File: src/rtl/eth_fifo_pkg.sv
// Shared constants and helpers for the Ethernet MAC FIFO blocks.
// - DefDataWidth / DefMemDepth : default word width and RAM depth
// - AfullMargin                : free RAM slots left when almost-full asserts
// - ptr_width()                : pointer width (one extra bit to tell full from empty)
package eth_fifo_pkg;

    localparam int unsigned DefDataWidth = 8;
    localparam int unsigned DefMemDepth  = 64;
    localparam int unsigned AfullMargin  = 8;

    function automatic int unsigned ptr_width(input int unsigned addr_bits);
        return addr_bits + 1;
    endfunction

endpackage

File: src/rtl/sync_fifo_ctrl.sv
// Single-clock FIFO controller for an external dual-port block RAM with a
// registered, enable-gated read port. Owns pointers, flags and occupancy and
// runs a two-stage read pipeline (RAM read register + output register) so the
// consumer sees a bubble-free valid/ready stream. Capacity is MEM_DEPTH+2.
//
// Ports:
//   i_clk, i_reset           clock, synchronous active-high reset
//   i_wr_en, i_wr_data       push request and data
//   o_full, o_almost_full    RAM occupancy flags (registered)
//   o_overflow               one-cycle pulse after a dropped push
//   o_rd_valid, i_rd_ready   output stream handshake
//   o_rd_data                output word (registered)
//   o_count                  words held in RAM + stage 1 + output stage
//   o_mem_*                  RAM controls (combinational from registers/inputs)
//   i_mem_rd_data            RAM read register, updates one edge after o_mem_rd_en
module sync_fifo_ctrl
    import eth_fifo_pkg::*;
#(
    parameter int unsigned DATA_WIDTH   = DefDataWidth,
    parameter int unsigned MEM_DEPTH    = DefMemDepth,
    parameter int unsigned ADDR_BITS    = $clog2(MEM_DEPTH),
    parameter int unsigned AFULL_THRESH = MEM_DEPTH - AfullMargin
) (
    input  logic                  i_clk,
    input  logic                  i_reset,
    input  logic                  i_wr_en,
    input  logic [DATA_WIDTH-1:0] i_wr_data,
    output logic                  o_full,
    output logic                  o_almost_full,
    output logic                  o_overflow,
    output logic                  o_rd_valid,
    input  logic                  i_rd_ready,
    output logic [DATA_WIDTH-1:0] o_rd_data,
    output logic [ADDR_BITS+1:0]  o_count,
    output logic                  o_mem_wr_en,
    output logic                  o_mem_rd_en,
    output logic                  o_mem_full,
    output logic [ADDR_BITS-1:0]  o_mem_wr_addr,
    output logic [ADDR_BITS-1:0]  o_mem_rd_addr,
    output logic [DATA_WIDTH-1:0] o_mem_wr_data,
    input  logic [DATA_WIDTH-1:0] i_mem_rd_data
);

    localparam int unsigned PtrW = ptr_width(ADDR_BITS);
    localparam int unsigned CntW = ADDR_BITS + 2;
    localparam logic [PtrW-1:0] DepthPtr = PtrW'(MEM_DEPTH);
    localparam logic [PtrW-1:0] AfullPtr = PtrW'(AFULL_THRESH);

    logic [PtrW-1:0]       wr_ptr_q, wr_ptr_d;
    logic [PtrW-1:0]       rd_ptr_q, rd_ptr_d;
    logic [PtrW-1:0]       mem_cnt, mem_cnt_d;
    logic                  p1_valid_q, p1_valid_d;
    logic                  rd_valid_q, rd_valid_d;
    logic [DATA_WIDTH-1:0] rd_data_q, rd_data_d;
    logic                  full_q, afull_q, ovf_q;
    logic [CntW-1:0]       count_q, count_d;

    logic push_ok, pop, adv, fetch;

    always_comb begin
        mem_cnt = wr_ptr_q - rd_ptr_q;
        push_ok = i_wr_en & ~full_q;
        pop     = rd_valid_q & i_rd_ready;
        // Stage 1 moves forward when the output stage is empty or being drained.
        adv     = p1_valid_q & (~rd_valid_q | i_rd_ready);
        // Refill stage 1 only when it will be free after this edge; this keeps
        // the RAM read register stable under backpressure.
        fetch   = (mem_cnt != '0) & (~p1_valid_q | adv);

        wr_ptr_d   = wr_ptr_q + PtrW'(push_ok);
        rd_ptr_d   = rd_ptr_q + PtrW'(fetch);
        mem_cnt_d  = wr_ptr_d - rd_ptr_d;
        p1_valid_d = fetch | (p1_valid_q & ~adv);

        rd_valid_d = rd_valid_q;
        rd_data_d  = rd_data_q;
        if (adv) begin
            rd_valid_d = 1'b1;
            rd_data_d  = i_mem_rd_data;
        end else if (pop) begin
            rd_valid_d = 1'b0;
        end

        count_d = CntW'(mem_cnt_d) + CntW'(p1_valid_d) + CntW'(rd_valid_d);
    end

    // Flags and count are registered from next-state values so they always
    // describe the state left by the previous edge.
    always_ff @(posedge i_clk) begin
        if (i_reset) begin
            wr_ptr_q   <= '0;
            rd_ptr_q   <= '0;
            p1_valid_q <= 1'b0;
            rd_valid_q <= 1'b0;
            rd_data_q  <= '0;
            full_q     <= 1'b0;
            afull_q    <= 1'b0;
            ovf_q      <= 1'b0;
            count_q    <= '0;
        end else begin
            wr_ptr_q   <= wr_ptr_d;
            rd_ptr_q   <= rd_ptr_d;
            p1_valid_q <= p1_valid_d;
            rd_valid_q <= rd_valid_d;
            rd_data_q  <= rd_data_d;
            full_q     <= (mem_cnt_d == DepthPtr);
            afull_q    <= (mem_cnt_d >= AfullPtr);
            ovf_q      <= i_wr_en & full_q;
            count_q    <= count_d;
        end
    end

    assign o_full        = full_q;
    assign o_almost_full = afull_q;
    assign o_overflow    = ovf_q;
    assign o_rd_valid    = rd_valid_q;
    assign o_rd_data     = rd_data_q;
    assign o_count       = count_q;

    assign o_mem_wr_en   = push_ok;
    assign o_mem_rd_en   = fetch;
    assign o_mem_full    = full_q;
    assign o_mem_wr_addr = wr_ptr_q[ADDR_BITS-1:0];
    assign o_mem_rd_addr = rd_ptr_q[ADDR_BITS-1:0];
    assign o_mem_wr_data = i_wr_data;

endmodule
File: config.mk
export PLATFORM = sky130hd
export DESIGN_NAME = sync_fifo_ctrl
export DESIGN_NICKNAME = d
export VERILOG_FILES = /design/src/rtl/eth_fifo_pkg.sv /design/src/rtl/sync_fifo_ctrl.sv
export SDC_FILE = /design/constraint.sdc
export NUM_CORES = 1
export LEC_CHECK = 0
export ABC_AREA = 1
export CAP_MARGIN = 30
export CORE_UTILIZATION = 35
export DETAILED_ROUTE_END_ITERATION = 7
export PLACE_DENSITY = 0.72
export SYNTH_ARGS = -nofsm -noshare
export SYNTH_HDL_FRONTEND = slang
export SYNTH_SLANG_ARGS = --single-unit
File: constraint.sdc
create_clock -name i_clk -period 4.2 [get_ports i_clk]
set_input_delay 0.63 -clock i_clk [delete_from_list [all_inputs] [get_ports i_clk]]
set_output_delay 0.63 -clock i_clk [all_outputs]
set_load 0.005 [all_outputs]
### After elaboration in Yosys (flattened, before gate mapping)

Index checks and enable logic that the tools add are counted.

* logic and storage cells: 33
* input port bits: 20
* output and inout bits: 43
* flip-flop bits (word level): 35

* $add $sub $neg: 6
* bitwise operators: 13
* equal/unequal tests: 1
* reductions and logical operators: 1
* order comparisons: 1
* multiplexer cells: 2

Operators by type and width (number)
* adder 7 x 1 -> 7 bit: 2
* subtractor 7 bit: 2
* adder 7 x 1 -> 8 bit: 1
* adder 8 x 1 -> 8 bit: 1
* == test 7 bit, second input constant: 1
* >= comparator 7 x 6 -> 1 bit, second input constant: 1
* nonzero test 7 bit: 1
* AND 1 bit: 6
* inverter 1 bit: 4
* bitwise OR 1 bit: 3
* 2-to-1 mux 1 bit: 2

### Depth between registers and ports, before layout

* depth in word-level cells: 9
* depth in mapped cells: 30
* depth with buffers taken out: 30

### Worst setup path after synthesis

Ideal clock, no wire load.

* path kind: register -> register
* from: register rd_ptr_q[1]
* to: register count_q[6] (netlist: o_count[6])
* stages on the path, launching flop included: 28
* library setup time: 0.113 ns
* arrival: 3.322 ns
* setup slack: 0.765 ns
* data required time: 4.087 ns
* clock period less this slack: 3.435 ns
* buffers on the path: 0
* path through: dfxtp_1 > inv_1 > ha_1 > nand2_1 > nand2_1 > nand2_1 > nand2_1 > nand2_1 > nand2_1 > xor2_1 > nor2_1 > nand3_1 > nand2_1 > inv_1 > ha_1 > ha_1 > xnor2_1 > ha_1 > a21oi_1 > nand2_1 > nand2_1 > nand2_1 > nor2_1 > nand3_1 > nor2_2 > nand2_1 > nand2_1 > nor2_1

* cells in the longest elaborated chain, start to end: 7
* elaborated cells on any way between the ends: 8
* classes of those cells: 5 x add/sub; 2 x bitwise; 1 x reduce/logical

RTL lines
* start, declared: RTL line sync_fifo_ctrl.sv:50 `logic [PtrW-1:0] rd_ptr_q, rd_ptr_d;`
* start signal, assigned: RTL line sync_fifo_ctrl.sv:102 `rd_ptr_q <= rd_ptr_d;`
* subtractor 7 bit *: RTL line sync_fifo_ctrl.sv:61 `mem_cnt = wr_ptr_q - rd_ptr_q;`
* nonzero test 7 bit *: RTL line sync_fifo_ctrl.sv:68 `fetch = (mem_cnt != '0) & (~p1_valid_q | adv);`
* AND 1 bit *: RTL line sync_fifo_ctrl.sv:68
* via o_mem_rd_en: RTL line sync_fifo_ctrl.sv:36 `output logic o_mem_rd_en,`
* adder 7 x 1 -> 7 bit: RTL line sync_fifo_ctrl.sv:71 `rd_ptr_d = rd_ptr_q + PtrW'(fetch);`
* subtractor 7 bit: RTL line sync_fifo_ctrl.sv:72 `mem_cnt_d = wr_ptr_d - rd_ptr_d;`
* adder 7 x 1 -> 8 bit *: RTL line sync_fifo_ctrl.sv:84 `count_d = CntW'(mem_cnt_d) + CntW'(p1_valid_d) + CntW'(rd_valid_d);`
* adder 8 x 1 -> 8 bit *: RTL line sync_fifo_ctrl.sv:84
* end signal, assigned: RTL line sync_fifo_ctrl.sv:109 `count_q <= count_d;`
* end, declared: RTL line sync_fifo_ctrl.sv:56 `logic [CntW-1:0] count_q, count_d;`

Mark *: on every way through the listed nets, which the timed path passes. The rest lies on a longest branch.
A chain may end at the register's enable or synchronous reset.

### Worst setup path after layout

* from: register rd_ptr_q[1]
* to: register count_q[6] (netlist: o_count[6])

* cells in the longest elaborated chain, start to end: 7
* elaborated cells on any way between the ends: 8
* classes of those cells: 5 x add/sub; 2 x bitwise; 1 x reduce/logical

RTL lines (RTL line)
* subtractor 7 bit: sync_fifo_ctrl.sv:61
* nonzero test 7 bit: sync_fifo_ctrl.sv:68
* AND 1 bit: sync_fifo_ctrl.sv:68
* adder 7 x 1 -> 7 bit: sync_fifo_ctrl.sv:71
* subtractor 7 bit: sync_fifo_ctrl.sv:72
* adder 7 x 1 -> 8 bit *: sync_fifo_ctrl.sv:84
* adder 8 x 1 -> 8 bit *: sync_fifo_ctrl.sv:84

Mark *: on every way between the ends. The rest lies on a longest branch, timed or not.

==> flow_summary_export.csv <==
group,metric,value,unit
outcome,status,"completed",
critical_path,crit_type,"reg2reg",
grt,antenna_found_initial,0,
die,core_area,5890,sq um
cts,h-tree-depth,2,
route,totalWireLength,4230,um
cells_and_area,area_delta_synth_final,22.9,%
die,dieArea,6410,sq um
die,die_h,80.1,um
critical_path,critPathLaunchType,"flip-flop",
critical_path,r2r_cells,27,
cts,cts_buffers,5,
placed_design,pre_cts_slack,383,ps
critical_path,r2r_slack,450,ps
route,drcViolationCount,0,
cells_and_area,multi_input_comb_area,1120,sq um
cells_and_area,layout.nets,360,
placed_design,place_congestion,0.843,
sta,min_period,3750,ps
placed_design,port_buffers,46,
yosys,synth_top_cell_area_share,0.329,
cells_and_area,diodes,0,
sta,setup_tns,0,ps
placed_design,dp_hpwl,3380,um
cts,cts_max_path_buffers,2,
sta,clock_skew,4.09,ps
critical_path,worstSetupEndpointType,"flip-flop",
pwr,peakVddDrop,0.000274,V
yosys,synth_edf_count,0,
sta,drv_slew,0,
critical_path,r2r-end,"o_count[6]$_SDFF_PP0_",
route,ant_nets,0,
min_path,hp-class,"reg2reg",
yosys,yosysTopAreaCell,"dfxtp_1",
die,rows,28,
yosys,syn-cell-area,2130,sq um
route,vias,1791,
route,via_per_inst,4.50,
sta,setup_ws,451,ps
sta,hold_viol_final,0,
yosys,yosysSeqAreaShare,0.329,
pwr,p_leak,1.22,nW
cts,tritoncts,"done",
sta,fmax,0.267,GHz
grt,grt-ovfl-total,0,
yosys,yosysWarnings,0,
yosys,synth_seq_cells,35,
grt,grt_max_degree,22,
sta,worst_slew_pin_slew,372,ps
die,die_x,80.1,um
die,ioPinCount,63,
min_path,holdPathEnd,"o_rd_data[2]$_SDFFE_PP0P_",
yosys,synthDistinctLibCells,28,
critical_path,r2r_start,"rd_ptr_q[1]$_SDFF_PP0_",
yosys,syn_inst,292,
critical_path,cp_max_fo,5,
run,drv_cap,0,
min_path,min_path_cells,2,
cts,clk_latency,280,ps
grt,grt_first_pass_wirelength,7000,um
critical_path,cp.required,4380,ps
yosys,async_reset_ff_frac,0,
cells_and_area,seq_area,702,sq um
sta,setup_viol,0,
grt,grt_pass1_vias,1595,
route,first_pass_iters,4,
yosys,avgSynthCellArea,7.30,sq um
grt,gr-usage-all-layers,0.139,
cells_and_area,drive_gt1_frac,0.0898,
sta,slew_headroom,0.752,
cells_and_area,fill_cells,621,
critical_path,arrival,3930,ps
cts,clkTransAtPathRegs,70,ps
cts,clockRootBuffer,"clkbuf_8",
die,start_util,0.362,
min_path,hp-start,"o_rd_data[2]$_SDFFE_PP0P_",
critical_path,startpoint,"rd_ptr_q[1]$_SDFF_PP0_",
yosys,ys_top_cells_by_area,"dfxtp_1 (33%), ha_1 (9.4%), nand2_1 (9.0%)",
cts,clock-sinks,35,
route,wl_per_cell,10.6,um
yosys,syn_nets,330,
cts,postCtsSetupBuffers,0,
sta,timing.final.crit_share,0.893,
sta,rsz0062_at_grt,"false",
yosys,ys.flop_type,"dfxtp_1",
route,drt_iter0_markers,100,
pwr,total_power,1.38,mW
cts,hold_buffers,0,
pwr,power_density,526,nW/um^2
==> Yosys cell counts, drive strengths merged (3+ instances only) <==
master	number
a21oi	8
buf	22
dfxtp	35
ha	16
inv	41
nand2	59
nand3	17
nand3b	3
nand4	9
nor2	49
nor3	3
o21ai	11
xnor2	3
xor2	8
==> flip-flops by register name, indices dropped and copies added, names as in the netlist <==
name / cells
o_full: 1
p1_valid_q: 1
o_count: 8
rd_ptr_q: 7
o_rd_data: 8
o_overflow: 1
wr_ptr_q: 7
o_rd_valid: 1
o_almost_full: 1
==> kinds of logic after synthesis <==
family / Yosys count / synth area share
xor gates and xnor gates: 11 / 0.0452
buffers and inverters: 65 / 0.152
AOI/OAI and AO/OA: 22 / 0.0552
adders and majority gates: 18 / 0.113
DFF: 35 / 0.329
and+or+nand+nor: 141 / 0.306
==> worst max-delay path: stages, from the launching register on <==
cell,delay (ps)
dfxtp_1,390
inv_1,60
ha_1,300
nand2_1,80
nand2_1,100
nand2_1,90
nand2_1,50
nand2_1,70
nand2_1,70
xor2_1,140
nor2_1,130
nand3_1,80
nand2_1,60
inv_1,50
ha_1,210
ha_1,260
xnor2_2,170
ha_1,350
a21oi_1,150
nand2_1,70
nand2_1,100
nand2_1,140
nor2_2,150
nand3_1,100
nor2_2,130
nand2_1,60
nand2_1,50
nor2_1,40
==> worst max-delay path by stage <==
stage / slack (ps) / end
finish: 450 / o_count[6]$_SDFF_PP0_
global route: 8 / o_count[6]$_SDFF_PP0_
CTS: 350 / o_count[6]$_SDFF_PP0_
detailed placement: 380 / o_count[6]$_SDFF_PP0_
global placement: 510 / o_count[6]$_SDFF_PP0_
floorplan: 770 / o_count[6]$_SDFF_PP0_
==> per-stage QoR <==
stage               instance area [sq um]  hold WS [ps]  std cells  utilization
floorplan                            2130           458        292            -
global placement                     2520           461        390        0.429
detailed placement                   2520           473        390        0.429
CTS                                  2610           490        398        0.443
global route                         2620           511        398        0.445
finish                               2620           485        398        0.445
==> report_power, final <==
| part | switching [mW] | total [mW] | internal (mW) |
|---|---|---|---|
| clock | 0.120 | 0.236 | 0.116 |
| sequential | 0.0301 | 0.424 | 0.394 |
| combinational | 0.390 | 0.719 | 0.329 |
==> area by class of cell <==
cell class	count	area share
Sequential cell	35	0.268
Clock buffer	6	0.0277
Timing Repair Buffer	47	0.179
Tap cell	75	0.0358
Inverter	41	0.0587
Multi-Input combinational cell	192	0.426
Clock inverter	2	0.00478
==> cell usage in the layout, fill, tap and decap left out, drive strengths merged, types with 2 or more instances in the layout <==
master and count:
xnor2 3, a21oi 8, nor2 49, nand4 9
ha 16, nand2 59, xor2 8, clkbuf 6
fa 2, nand3 17, clkdlybuf4s50 46, nand3b 3
nor3 3, dfxtp 35, o21ai 11, inv 41
==> per-layer routing <==
metal	global-route usage	vias to the layer above	routed length, um
li1	-	957	-
met1	0.180	802	2030
met2	0.237	28	2030
met3	0.0261	4	143
met4	0.0321	0	34
met5	0	-	0
==> repair_timing <==
item                       4_1_cts  5_1_grt
resized for setup                0        3
hold endpoints to repair         0        0
setup endpoints to repair        0        2
Note: power is estimated with default switching activity, not from simulation.
